===== src/rtl/alu4_pkg.sv =====
// rtl/alu4_pkg.sv - shared opcode and FSM state encodings for alu4 and alu4_acc
package alu4_pkg;

    localparam int DATA_W = 4;

    typedef enum logic [2:0] {
        OP_NOTA = 3'b000,
        OP_NOTB = 3'b001,
        OP_AND  = 3'b010,
        OP_OR   = 3'b011,
        OP_XOR  = 3'b100,
        OP_XNOR = 3'b101,
        OP_ADD  = 3'b110,
        OP_SUB  = 3'b111
    } alu_op_e;

    typedef enum logic [1:0] {
        ST_IDLE = 2'b00,
        ST_EXEC = 2'b01,
        ST_HOLD = 2'b10
    } state_e;

endpackage


===== src/rtl/alu4.sv =====
// rtl/alu4.sv - combinational 4-bit ALU with carry, negative, zero, overflow flags
// Ports: i_op opcode; i_a/i_b operands; o_result; o_c/o_n/o_z/o_v flags.
module alu4
    import alu4_pkg::*;
(
    input  alu_op_e             i_op,
    input  logic [DATA_W-1:0]   i_a,
    input  logic [DATA_W-1:0]   i_b,
    output logic [DATA_W-1:0]   o_result,
    output logic                o_c,
    output logic                o_n,
    output logic                o_z,
    output logic                o_v
);

    logic [DATA_W:0] w_sum;

    always_comb begin
        w_sum    = '0;
        o_result = '0;
        o_c      = 1'b0;
        o_v      = 1'b0;
        case (i_op)
            OP_NOTA: o_result = ~i_a;
            OP_NOTB: o_result = ~i_b;
            OP_AND:  o_result = i_a & i_b;
            OP_OR:   o_result = i_a | i_b;
            OP_XOR:  o_result = i_a ^ i_b;
            OP_XNOR: o_result = ~(i_a ^ i_b);
            OP_ADD: begin
                w_sum    = {1'b0, i_a} + {1'b0, i_b};
                o_result = w_sum[DATA_W-1:0];
                o_c      = w_sum[DATA_W];
                o_v      = (i_a[DATA_W-1] == i_b[DATA_W-1]) &&
                           (w_sum[DATA_W-1] != i_a[DATA_W-1]);
            end
            OP_SUB: begin
                // a + ~b + 1: carry-out of 1 means no borrow
                w_sum    = {1'b0, i_a} + {1'b0, ~i_b} + 5'd1;
                o_result = w_sum[DATA_W-1:0];
                o_c      = w_sum[DATA_W];
                o_v      = (i_a[DATA_W-1] != i_b[DATA_W-1]) &&
                           (w_sum[DATA_W-1] != i_a[DATA_W-1]);
            end
            default: o_result = '0;
        endcase
    end

    assign o_n = o_result[DATA_W-1];
    assign o_z = (o_result == '0);

endmodule


===== src/rtl/alu4_acc.sv =====
// rtl/alu4_acc.sv - handshaked 4-bit ALU with accumulator and sticky overflow
// Ports: clk, reset (async high); in_valid/in_ready/in_op/in_a/in_b/use_acc request side;
// acc_clr; out_valid/out_ready/out_result/out_c/out_n/out_z/out_v result side; acc, v_sticky.
module alu4_acc
    import alu4_pkg::*;
(
    input  logic                clk,
    input  logic                reset,
    input  logic                in_valid,
    output logic                in_ready,
    input  logic [2:0]          in_op,
    input  logic [DATA_W-1:0]   in_a,
    input  logic [DATA_W-1:0]   in_b,
    input  logic                use_acc,
    input  logic                acc_clr,
    output logic                out_valid,
    input  logic                out_ready,
    output logic [DATA_W-1:0]   out_result,
    output logic                out_c,
    output logic                out_n,
    output logic                out_z,
    output logic                out_v,
    output logic [DATA_W-1:0]   acc,
    output logic                v_sticky
);

    state_e              r_state;
    alu_op_e             r_op;
    logic [DATA_W-1:0]   r_a;
    logic [DATA_W-1:0]   r_b;
    logic [DATA_W-1:0]   r_acc;
    logic [DATA_W-1:0]   r_result;
    logic                r_c;
    logic                r_n;
    logic                r_z;
    logic                r_v;
    logic                r_v_sticky;

    logic                w_accept;
    logic [DATA_W-1:0]   w_alu_result;
    logic                w_alu_c;
    logic                w_alu_n;
    logic                w_alu_z;
    logic                w_alu_v;

    alu4 u_alu4 (
        .i_op     (r_op),
        .i_a      (r_a),
        .i_b      (r_b),
        .o_result (w_alu_result),
        .o_c      (w_alu_c),
        .o_n      (w_alu_n),
        .o_z      (w_alu_z),
        .o_v      (w_alu_v)
    );

    // HOLD can take a new request on the same edge the current result retires
    assign in_ready = (r_state == ST_IDLE) || ((r_state == ST_HOLD) && out_ready);
    assign w_accept = in_valid && in_ready;

    always_ff @(posedge clk or posedge reset) begin
        if (reset) begin
            r_state    <= ST_IDLE;
            r_op       <= OP_NOTA;
            r_a        <= '0;
            r_b        <= '0;
            r_acc      <= '0;
            r_result   <= '0;
            r_c        <= 1'b0;
            r_n        <= 1'b0;
            r_z        <= 1'b0;
            r_v        <= 1'b0;
            r_v_sticky <= 1'b0;
        end else begin
            case (r_state)
                ST_IDLE: if (w_accept) r_state <= ST_EXEC;
                ST_EXEC: begin
                    r_state  <= ST_HOLD;
                    r_result <= w_alu_result;
                    r_c      <= w_alu_c;
                    r_n      <= w_alu_n;
                    r_z      <= w_alu_z;
                    r_v      <= w_alu_v;
                end
                ST_HOLD: if (out_ready) r_state <= w_accept ? ST_EXEC : ST_IDLE;
                default: r_state <= ST_IDLE;
            endcase

            // Operand capture reads the pre-clear accumulator even when acc_clr is high
            if (w_accept) begin
                r_op <= alu_op_e'(in_op);
                r_a  <= use_acc ? r_acc : in_a;
                r_b  <= in_b;
            end

            // Clear takes priority over the EXEC write-back
            if (acc_clr) begin
                r_acc      <= '0;
                r_v_sticky <= 1'b0;
            end else if (r_state == ST_EXEC) begin
                r_acc      <= w_alu_result;
                r_v_sticky <= r_v_sticky | w_alu_v;
            end
        end
    end

    assign out_valid  = (r_state == ST_HOLD);
    assign out_result = r_result;
    assign out_c      = r_c;
    assign out_n      = r_n;
    assign out_z      = r_z;
    assign out_v      = r_v;
    assign acc        = r_acc;
    assign v_sticky   = r_v_sticky;

endmodule


===== config.mk =====
export PLATFORM = sky130hd
export DESIGN_NAME = alu4_acc
export DESIGN_NICKNAME = d
export VERILOG_FILES = /design/src/rtl/alu4_pkg.sv /design/src/rtl/alu4.sv /design/src/rtl/alu4_acc.sv
export SDC_FILE = /design/constraint.sdc
export NUM_CORES = 1
export LEC_CHECK = 0
export ABC_AREA = 1
export CAP_MARGIN = 10
export CORE_MARGIN = 3
export CORE_UTILIZATION = 56
export CTS_CLUSTER_DIAMETER = 40
export DETAILED_ROUTE_END_ITERATION = 10
export GPL_ROUTABILITY_DRIVEN = 0
export GPL_TIMING_DRIVEN = 0
export PLACE_DENSITY_LB_ADDON = 0.25
export SLEW_MARGIN = 20
export SYNTH_ARGS = -nofsm -noshare
export SYNTH_HDL_FRONTEND = slang
export SYNTH_SLANG_ARGS = --single-unit

===== constraint.sdc =====
create_clock -name clk -period 3.6 [get_ports clk]
set_input_delay 0.72 -clock clk [delete_from_list [all_inputs] [get_ports clk]]
set_output_delay 0.72 -clock clk [all_outputs]
set_load 0.005 [all_outputs]

==> results of run 1 <==
[cell type report]
type / count / area (um^2)
multi-input combinational: 162 / 857
inverter: 42 / 158
timing repair buffer: 30 / 300
sequential: 25 / 626
clock inverter: 1 / 5.00
tap: 31 / 38.8
clock buffer: 3 / 22.5
buffer: 8 / 53.8
fill: 238 / 768
[layer usage]
layer  vias to the layer above  part of all wire (%)  track usage, %
met5                         -                     0               0
met2                        55                    47            35.3
met1                       761                    47            35.4
met3                         4                   5.6            4.26
met4                         0                  0.60            4.64
li1                        814                     -               -
[path summary, 6_finish.rpt]
check,from,end,slack [ns],cells after the start
worst min register to register,r_state[0],r_state[1],0.48,1
max in group asynchronous,reset,r_op[1],2.12,2
worst min-delay path,r_state[0],r_state[1],0.48,1
worst max-delay path,out_ready,in_ready,1.01,4
min in group asynchronous,reset,acc[0],0.91,2
worst max register to register,r_b[0],out_result[1],1.52,12
[power by group through the flow]
stage	combinational [mW]	clock [mW]	sequential (mW)
final	0.631	0.127	0.415
after global routing	0.724	0.139	0.430
after CTS	0.626	0.130	0.416
after detailed placement	0.622	0	0.421
after global placement	0.612	0	0.419
after floorplan	0.393	0	0.417
[metrics by stage]
stage               setup slack [ns]  hold slack [ns]  instances  area (um^2)
finish                          1.01            0.481        302         2060
global route                   0.968            0.508        302         2060
CTS                            0.994            0.482        302         2060
detailed placement              1.00            0.464        298         2030
global placement                1.04            0.460        298         2030
floorplan                       1.88            0.441        237         1690
[sequential cells by signal, indices dropped and copies added, names as in the netlist]
signal      flops
acc             4
out_result      4
r_a             4
r_b             4
r_op            3
r_state         2
out_c           1
out_v           1
out_z           1
v_sticky        1
[layout by cell type, fill, tap and decap left out]
cell	instances
a21oi_1	7
a31oi_1	1
buf_2	1
buf_4	2
buf_6	2
clkbuf_1	3
clkbuf_4	3
clkdlybuf4s50_1	30
clkinv_2	1
dfrtp_1	25
fa_1	2
ha_1	12
inv_1	42
nand2_1	63
nand3_1	20
nand4_1	7
nor2_1	21
nor3_1	1
o211ai_1	6
o21ai_0	20
o21bai_1	1
xor2_1	1
[critical path: cells and delay by family]
kind,cells,cell delay (ns)
buffers and inverters,3,1.07
AOI/OAI and AO/OA,1,0.09
[cell families (layout without fill, tap and decap cells)]
kind of cell / count (synthesis) / count (layout) / synth area share [%]
adder cells (fa/ha/maj): 14 / 14 / 11.2
AO/OA/AOI/OAI: 35 / 35 / 11.4
XOR/XNOR: 1 / 1 / 0.517
flip-flops: 25 / 25 / 36.9
buffers and inverters: 50 / 84 / 12.5
AND/OR/NAND/NOR: 112 / 112 / 27.4
==> summary.md, run 1 <==
| Metric | Value |
|---|---|
| Die width | `roughly 61 um` |
| Area Growth Syn to Fin | `21.6%` |
| First drt pass iteration count | `4` |
| Root buffer cell | `clkbuf_4` |
| Max Cap Viol | `0` |
| Synth Register Bits | `25` |
| Worst-margin pin slew | `0.950 ns` |
| DIE AREA | `0.00372 mm^2` |
| Global Route Usage Sum | `23.4%` |
| Number of synthesized flops with an enable pin | `0` |
| Util after Layout | `roughly 73%` |
| Nature of the critical path endpoint | `primary output` |
| CP max-delay cell | `clkdlybuf4s50_1` |
| IO Count | `32` |
| Via Count | `around 1600` |
| DP HPWL | `3.03 mm` |
| Hold Fails Final Rpt | `0` |
| Minimum clock period | `2.59 ns` |
| Cell variety after synth | `19` |
| Post-synth top cells | `63 x nand2_1, 42 x inv_1, 25 x dfrtp_1, 21 x nor2_1` |
| Area leader, netlist | `dfrtp_1` |
| Period utilization | `just over 70%` |
| Post-layout nets | `303` |
| Combinational Power Share | `53.8%` |
| Insertion delay to the later sink of the worst-skew pair | `0.32 ns` |
| Setup TNS | `0 ns` |
| Max H-tree Level | `1` |
| CORE AREA | `0.00283 mm^2` |
| Grt ovf | `0` |
| Cell Pwr Density | `around 570 mW/mm^2` |
| Seq/Total Area, Yosys | `a little under two fifths` |
| Post-synth top flop | `dfrtp_1` |
| Post-synth net total | `about 270` |
| Max Fanout on Critical Path | `3` |
| Clock share of power | `between 10% and 20%` |
| Final Power | `roughly 1.2 mW` |
| Setup Crit Path Kind | `primary input to primary output` |
| Vias per cell | `5.41` |
| Setup-failing EPs final | `0` |
| Peak VDD IR | `0.364 mV` |
| Sw Ratio | `42.5%` |
| Outcome | `finished clean` |
| Initial antenna violation count | `0` |
| Post-Syn Area | `0.00169 mm^2` |
| Clock Path Buffers | `2` |
| Clk_skew | `0.00122 ns` |
| TritonCTS Buffers | `3` |
| CTS tree | `yes` |
| RSZ-0062 raised after global routing | `false` |
| First-pass GRT wire length | `6.49 mm` |
| Postcts setup bufs | `0` |
| Initial Utilization | `between 50% and 60%` |
| Final Max Tran Viols | `0` |
| Top cells by area, synth | `dfrtp_1 37%, nand2_1 14%, inv_1 9.3%` |
| Post-CTS Hold Fix Bufs | `0` |
| Leakage power | `1.06 nW` |
| Cells after Synth | `237` |
| DRC errors left | `0` |
| Layout cells sized above 1 | `3.32%` |
| Row Count | `19` |
| Psw | `498 uW` |
| Synth top area share | `36.9%` |
| Overall routed net length | `3.86 mm` |
| WL/cell | `12.8 um` |
| CP Cell Sequence | `clkdlybuf4s50_1 -> o21ai_0 -> inv_1 -> clkdlybuf4s50_1` |
| Most frequent cell after synthesis | `nand2_1` |
| Routed Antenna Nets | `0` |
| CP Data Arrival Time | `1.87 ns` |
| CP peak stage delay | `~0.51 ns` |
| P_int | `675 uW` |
| Crit-path most repeated cell | `clkdlybuf4s50_1` |
| Die Y | `61 um` |
| Initial DRC Count | `~160` |
| HP Class | `register to register` |
| Relative slew slack | `36.6%` |
| Antenna cells | `0` |
| Fmax | `0.385 GHz` |
| Largest net degree at the start of global routing | `26` |
| Critical Path Start Type | `primary input` |
| WP data required | `2.88 ns` |
| I/O Buffers | `30` |
| Synth warn | `0` |
| Vias in the first global route | `1437` |
| Sequential Power Share | `35.4%` |
| Post-CTS resize count | `0` |
| TritonCTS sink count | `25` |
| Worst-path clk slew | `roughly 0.14 ns` |
| Fraction of registers with async set/reset | `100%` |
| Mean Syn Cell Area | `between 7 and 8 um^2` |
No activity file was read; power rests on OpenSTA's default activity.
==> inputs of run 2 (changes only) <==
CORE_UTILIZATION = 47   (was 56)
clock period = 2.1 ns   (was 3.6 ns; I/O delays follow)
==> summary.md, run 2 (synthesized netlist as in run 1, its figures left out) <==
| Metric | Value |
|---|---|
| TritonCTS sink count | `25 (unchanged)` |
| Hold Fails Final Rpt | `0 (unchanged)` |
| Grt ovf | `0 (unchanged)` |
| Max H-tree Level | `1 (unchanged)` |
| FF+latch area | `628 um^2 (+0.40%)` |
| Vias per cell | `5.12 (-5.4%)` |
| Largest net degree at the start of global routing | `26 (unchanged)` |
| WP data required | `2.36 ns (-0.52 ns)` |
| Nature of the critical path endpoint | `register` |
| Via Count | `1632 (-0.12%)` |
| Commonest non-fill, non-tap cells in the layout | `63 x nand2_1, 39 x inv_1, 30 x clkdlybuf4s50_1` |
| I/O Buffers | `30 (unchanged)` |
| Worst-path clk slew | `0.14 ns (about the same)` |
| HP Class | `register to register` |
| Clock Path Buffers | `2 (unchanged)` |
| CP Data Arrival Time | `2.23 ns (+0.36 ns)` |
| Outcome | `finished clean` |
| Antenna cells | `0 (unchanged)` |
| Layout cells sized above 1 | `6.59% (+3.3 points)` |
| Max Cap Viol | `0 (unchanged)` |
| CTS tree | `yes` |
| Clk_skew | `0.00480 ns (+0.00358 ns)` |
| DIE AREA | `0.00436 mm^2 (+17%)` |
| Filler cells | `317 (+33%)` |
| TritonCTS Buffers | `3 (unchanged)` |
| RSZ-0062 raised after global routing | `true` |
| Die Y | `66.0 um (+8.3%)` |
| DP HPWL | `3.06 mm (+1.0%)` |
| Area of the multi-input gates | `872 um^2 (+1.8%)` |
| Final Power | `2.05 mW (+75%)` |
| Global Route Usage Sum | `19.5% (-3.9 points)` |
| DRC errors left | `0 (unchanged)` |
| Fin cells | `319 (+5.6%)` |
| Commonest non-fill, non-tap cell in the layout | `nand2_1` |
| CP peak stage delay | `0.45 ns (-0.06 ns)` |
| WL/cell | `12.3 um (-3.8%)` |
| Area Growth Syn to Fin | `24.9%` |
| Setup TNS | `0 ns (unchanged)` |
| Setup-failing EPs final | `0 (unchanged)` |
| Leakage power | `1.07 nW (+0.61%)` |
| Vias in the first global route | `1462 (+1.7%)` |
| Final Max Tran Viols | `0 (unchanged)` |
| Placed cells | `313 (+5.0%)` |
| Worst-margin pin slew | `0.957 ns (+0.00771 ns)` |
| Cell Pwr Density | `968 mW/mm^2 (+70%)` |
| Initial antenna violation count | `0 (unchanged)` |
| Die width | `66.0 um (+8.3%)` |
| Root buffer cell | `clkbuf_4` |
| CP max-delay cell | `dfrtp_1` |
| CP Cell Sequence | `buf_6 -> ha_1 -> inv_2 -> fa_1 -> inv_1 -> nand2_1 -> nand3_1 -> nand2_1 -> nor2_1 -> nand2_1 -> nand2_1 -> nand3_1 -> o21bai_1` |
| IO Count | `32 (unchanged)` |
| Minimum clock period | `1.97 ns` |
| Setup Crit Path Kind | `register to register` |
| Insertion delay to the later sink of the worst-skew pair | `0.32 ns (about the same)` |
| Post-layout nets | `305 (+0.66%)` |
| Fmax | `just over 0.5 GHz` |
| Overall routed net length | `3.93 mm (+1.6%)` |
| CORE AREA | `0.00342 mm^2 (+21%)` |
| Routed Antenna Nets | `0 (unchanged)` |
| Fin Hold WS | `0.485 ns (+0.00450 ns)` |
| First drt pass iteration count | `4 (unchanged)` |
| Initial DRC Count | `131 (-20%)` |
| Period utilization | `93.8%` |
| Util after Layout | `61.9% (-11 points)` |
| Crit-path most repeated cell | `nand2_1` |
| Initial Utilization | `49.6% (-10 points)` |
| First-pass GRT wire length | `6.56 mm (+1.2%)` |
| Critical Path Start Type | `register` |
| Max Fanout on Critical Path | `3 (unchanged)` |
| Row Count | `21 (+2)` |
| Peak VDD IR | `0.536 mV (+47%)` |
| Relative slew slack | `36.1% (-0.51 points)` |
[run 2: changes by cell type in the layout (fill, tap and decap cells not counted)]
cell     change
ha_4         +1
dfrtp_1      -2
nor2_1       -1
nor2_2       +1
o21ai_0      -1
ha_1         -1
buf_4        +1
o21ai_1      +1
dfrtp_2      +2
inv_2        +3
inv_1        -3
buf_6        +1
[run 2: worst paths after layout]
kind,start,to,slack [ns],cells after the start
max in group asynchronous,reset,r_a[1],0.86,2
worst max-delay path,r_b[0],out_z,0.13,13
worst min register to register,r_state[0],r_state[1],0.49,1
min in group asynchronous,reset,out_result[1],0.60,2
worst min-delay path,r_state[0],r_state[1],0.49,1
worst max register to register,r_b[0],out_z,0.13,13
[run 2: final cells by class]
cell class / count / area share (%)
inverters: 42 / 7.45
repair buffers: 32 / 15.1
flip-flops and latches: 25 / 29.7
well taps: 46 / 2.72
plain buffers: 8 / 2.54
clock inverters: 1 / 0.237
clock buffers: 3 / 1.06
multi-input cells: 162 / 41.2
[run 2: critical path: cells and delay by family (launching register included)]
| kind | cells | cell delay [ns] |
|---|---|---|
| and+or+nand+nor | 7 | 0.49 |
| adders and majority gates | 2 | 0.58 |
| AOI/OAI and AO/OA | 1 | 0.12 |
| DFF | 1 | 0.45 |
| buffers and inverters | 3 | 0.25 |
[run 2: routing by layer]
| metal | global-route usage, % | wire [um] | vias to the layer above |
|---|---|---|---|
| li1 | - | - | 823 |
| met1 | 28.2 | 1880 | 747 |
| met2 | 30.3 | 1810 | 56 |
| met3 | 2.89 | 192 | 6 |
| met4 | 5.58 | 51 | 0 |
| met5 | 0 | 0 | - |
[run 2: what timing repair did]
action                                  4_1_cts  5_1_grt
resized for setup                             0       10
buffers inserted                              0        2
hold buffers                                  0        0
endpoints found under the setup margin        0        3
[run 2: stage by stage]
stage	setup WS (ns)	instance area, um^2
6_report	0.130	2120
4_1_cts	0.0403	2080
5_1_grt	-0.0187	2120
3_5_place_dp	0.0562	2050
3_3_place_gp	0.122	2050
2_1_floorplan	0.381	1690
[run 2: power by group]
part           switching [mW]  internal [mW]
clock network           0.147         0.0714
logic                   0.613          0.495
registers               0.106          0.615
total                   0.866           1.18
==> inputs of run 3 (changes only) <==
CORE_UTILIZATION = 52   (was 47)
clock period = 2.14 ns   (was 2.1 ns; I/O delays follow)
==> summary.md, run 3 (synthesized netlist as in run 1, its figures left out) <==
| Metric | Value |
|---|---|
| WP data required | `2.36 ns (about the same)` |
| Grt ovf | `0 (unchanged)` |
| Area Growth Syn to Fin | `23.8%` |
| WL/cell | `12.3 um (-0.24%)` |
| Overall routed net length | `3.89 mm (-0.87%)` |
| Hold Fails Final Rpt | `0 (unchanged)` |
| Max Cap Viol | `0 (unchanged)` |
| Routed Antenna Nets | `0 (unchanged)` |
| Worst path top cell family by delay | `adder cells` |
| DP HPWL | `3.01 mm (-1.9%)` |
| Max H-tree Level | `1 (unchanged)` |
| DRC errors left | `0 (unchanged)` |
| Initial DRC Count | `162 (+24%)` |
| Global Route Usage Sum | `21.0% (+1.5 points)` |
| Clock Path Buffers | `2 (unchanged)` |
| Row Count | `20 (-4.8%)` |
| Commonest non-fill, non-tap cells in the layout | `63 x nand2_1, 42 x inv_1, 30 x clkdlybuf4s50_1` |
| TritonCTS sink count | `25 (unchanged)` |
| Critical Path Start Type | `register` |
| FF+latch area | `626 um^2 (-0.40%)` |
| Post-layout nets | `305 (unchanged)` |
| CP Cell Sequence | `ha_2 -> inv_1 -> fa_1 -> inv_1 -> nand4_1 -> nand2_1 -> nor2_1 -> nand2_1 -> nor2_2 -> inv_1 -> o211ai_1 -> inv_1` |
| Worst-path clk slew | `0.14 ns (about the same)` |
| Initial Utilization | `55.0% (+5.4 points)` |
| Relative slew slack | `37.5% (+1.4 points)` |
| Vias per cell | `5.13 (+0.32%)` |
| Leakage power | `1.07 nW (+0.12%)` |
| Post-CTS Hold Fix Bufs | `0 (unchanged)` |
| Die Y | `63.1 um (-4.5%)` |
| Via Count | `1627 (-0.31%)` |
| Antenna cells | `0 (unchanged)` |
| CP max-delay cell | `fa_1` |
| Layout cells sized above 1 | `4.76% (-1.8 points)` |
| Filler cells | `269 (-15%)` |
| Area of the multi-input gates | `862 um^2 (-1.1%)` |
| I/O Buffers | `30 (unchanged)` |
| Initial antenna violation count | `0 (unchanged)` |
| Worst path buffer plus inverter count | `4 (+1)` |
| Clk_skew | `0.0118 ns (+0.00702 ns)` |
| Minimum clock period | `2.01 ns (+0.0355 ns)` |
| TritonCTS Buffers | `3 (unchanged)` |
| Setup TNS | `0 ns (unchanged)` |
| IO Count | `32 (unchanged)` |
| Nature of the critical path endpoint | `register` |
| Fmax | `0.499 GHz (-1.8%)` |
| Root buffer cell | `clkbuf_4` |
| Largest net degree at the start of global routing | `26 (unchanged)` |
| Commonest non-fill, non-tap cell in the layout | `nand2_1` |
| Crit-path most repeated cell | `inv_1` |
| First drt pass iteration count | `4 (unchanged)` |
| Setup-failing EPs final | `0 (unchanged)` |
| Die width | `63.1 um (-4.5%)` |
| Fin Hold WS | `0.475 ns (-0.0102 ns)` |
| First-pass GRT wire length | `6.68 mm (+1.8%)` |
| CP peak stage delay | `0.48 ns (+0.03 ns)` |
| Design area | `0.00210 mm^2 (-0.89%)` |
| Insertion delay to the later sink of the worst-skew pair | `0.32 ns (about the same)` |
| Vias in the first global route | `1462 (unchanged)` |
| HP Class | `register to register` |
| CORE AREA | `0.00308 mm^2 (-9.9%)` |
| CP Data Arrival Time | `2.23 ns (about the same)` |
| DIE AREA | `0.00398 mm^2 (-8.7%)` |
| Placed cell areas | `0.00205 mm^2 (-0.12%)` |
| Peak VDD IR | `0.478 mV (-11%)` |
| Period utilization | `93.7% (-0.096 points)` |
| Outcome | `finished clean` |
| Setup Crit Path Kind | `register to register` |
| Final Max Tran Viols | `0 (unchanged)` |
| CTS tree | `yes` |
| Cell Pwr Density | `951 mW/mm^2 (-1.8%)` |
| Worst-margin pin slew | `0.936 ns (-0.0209 ns)` |
| Max Fanout on Critical Path | `4 (+1)` |
==> run 3: cell count changes in the layout (fill, tap and decap cells not counted) <==
cell     previous run  this run
inv_2               3         0
dfrtp_1            23        25
ha_2                0         1
buf_6               3         2
dfrtp_2             2         0
ha_4                1         0
inv_1              39        42
o21ai_1             1         0
buf_4               3         4
o21ai_0            19        20
==> run 3: power breakdown <==
part	internal (mW)	total, mW	switching (mW)
clock	0.0700	0.211	0.141
sequential	0.602	0.699	0.0973
combinational	0.477	1.08	0.606
total	1.15	1.99	0.844
==> run 3: final timing paths <==
check	start	end	slack (ns)	depth (start not counted)
setup / recovery	r_b[0]	acc[1]	0.13	12
hold / removal	r_state[0]	r_state[1]	0.48	1
setup reg to reg	r_b[0]	acc[1]	0.13	12
hold reg to reg	r_state[0]	r_state[1]	0.48	1
max in group asynchronous	reset	r_b[0]	0.97	2
min in group asynchronous	reset	acc[1]	0.59	2
==> run 3: layout make-up <==
type | count | share of cell area (%)
multi-input combinational | 162 | 41.1
sequential | 25 | 29.8
timing repair buffer | 32 | 15.0
inverter | 42 | 7.52
tap | 44 | 2.63
buffer | 8 | 2.57
clock buffer | 3 | 1.07
clock inverter | 1 | 0.239
==> run 3: stage by stage <==
stage	power, mW	utilization [%]	std cells	setup WS (ns)
floorplan	1.36	-	237	0.421
global placement	1.74	66.6	311	0.168
detailed placement	1.76	66.6	311	0.113
CTS	1.97	67.5	315	0.0915
global route	2.18	68.1	317	-0.00925
finish	1.99	68.1	317	0.135
==> run 3: timing repair <==
item | in CTS | in global routing
resized for setup | 0 | 2
endpoints found under the setup margin | 0 | 2
buffers inserted | 0 | 2
==> run 3: routing by layer <==
layer / vias up / track usage (%) / routed length (um) / part of all wire, %
li1: 818 / - / - / -
met4: 0 / 6.06 / 35 / 0.90
met1: 738 / 31.3 / 1870 / 48
met5: - / 0 / 0 / 0
met2: 67 / 32.1 / 1740 / 45
met3: 4 / 2.32 / 253 / 6.5
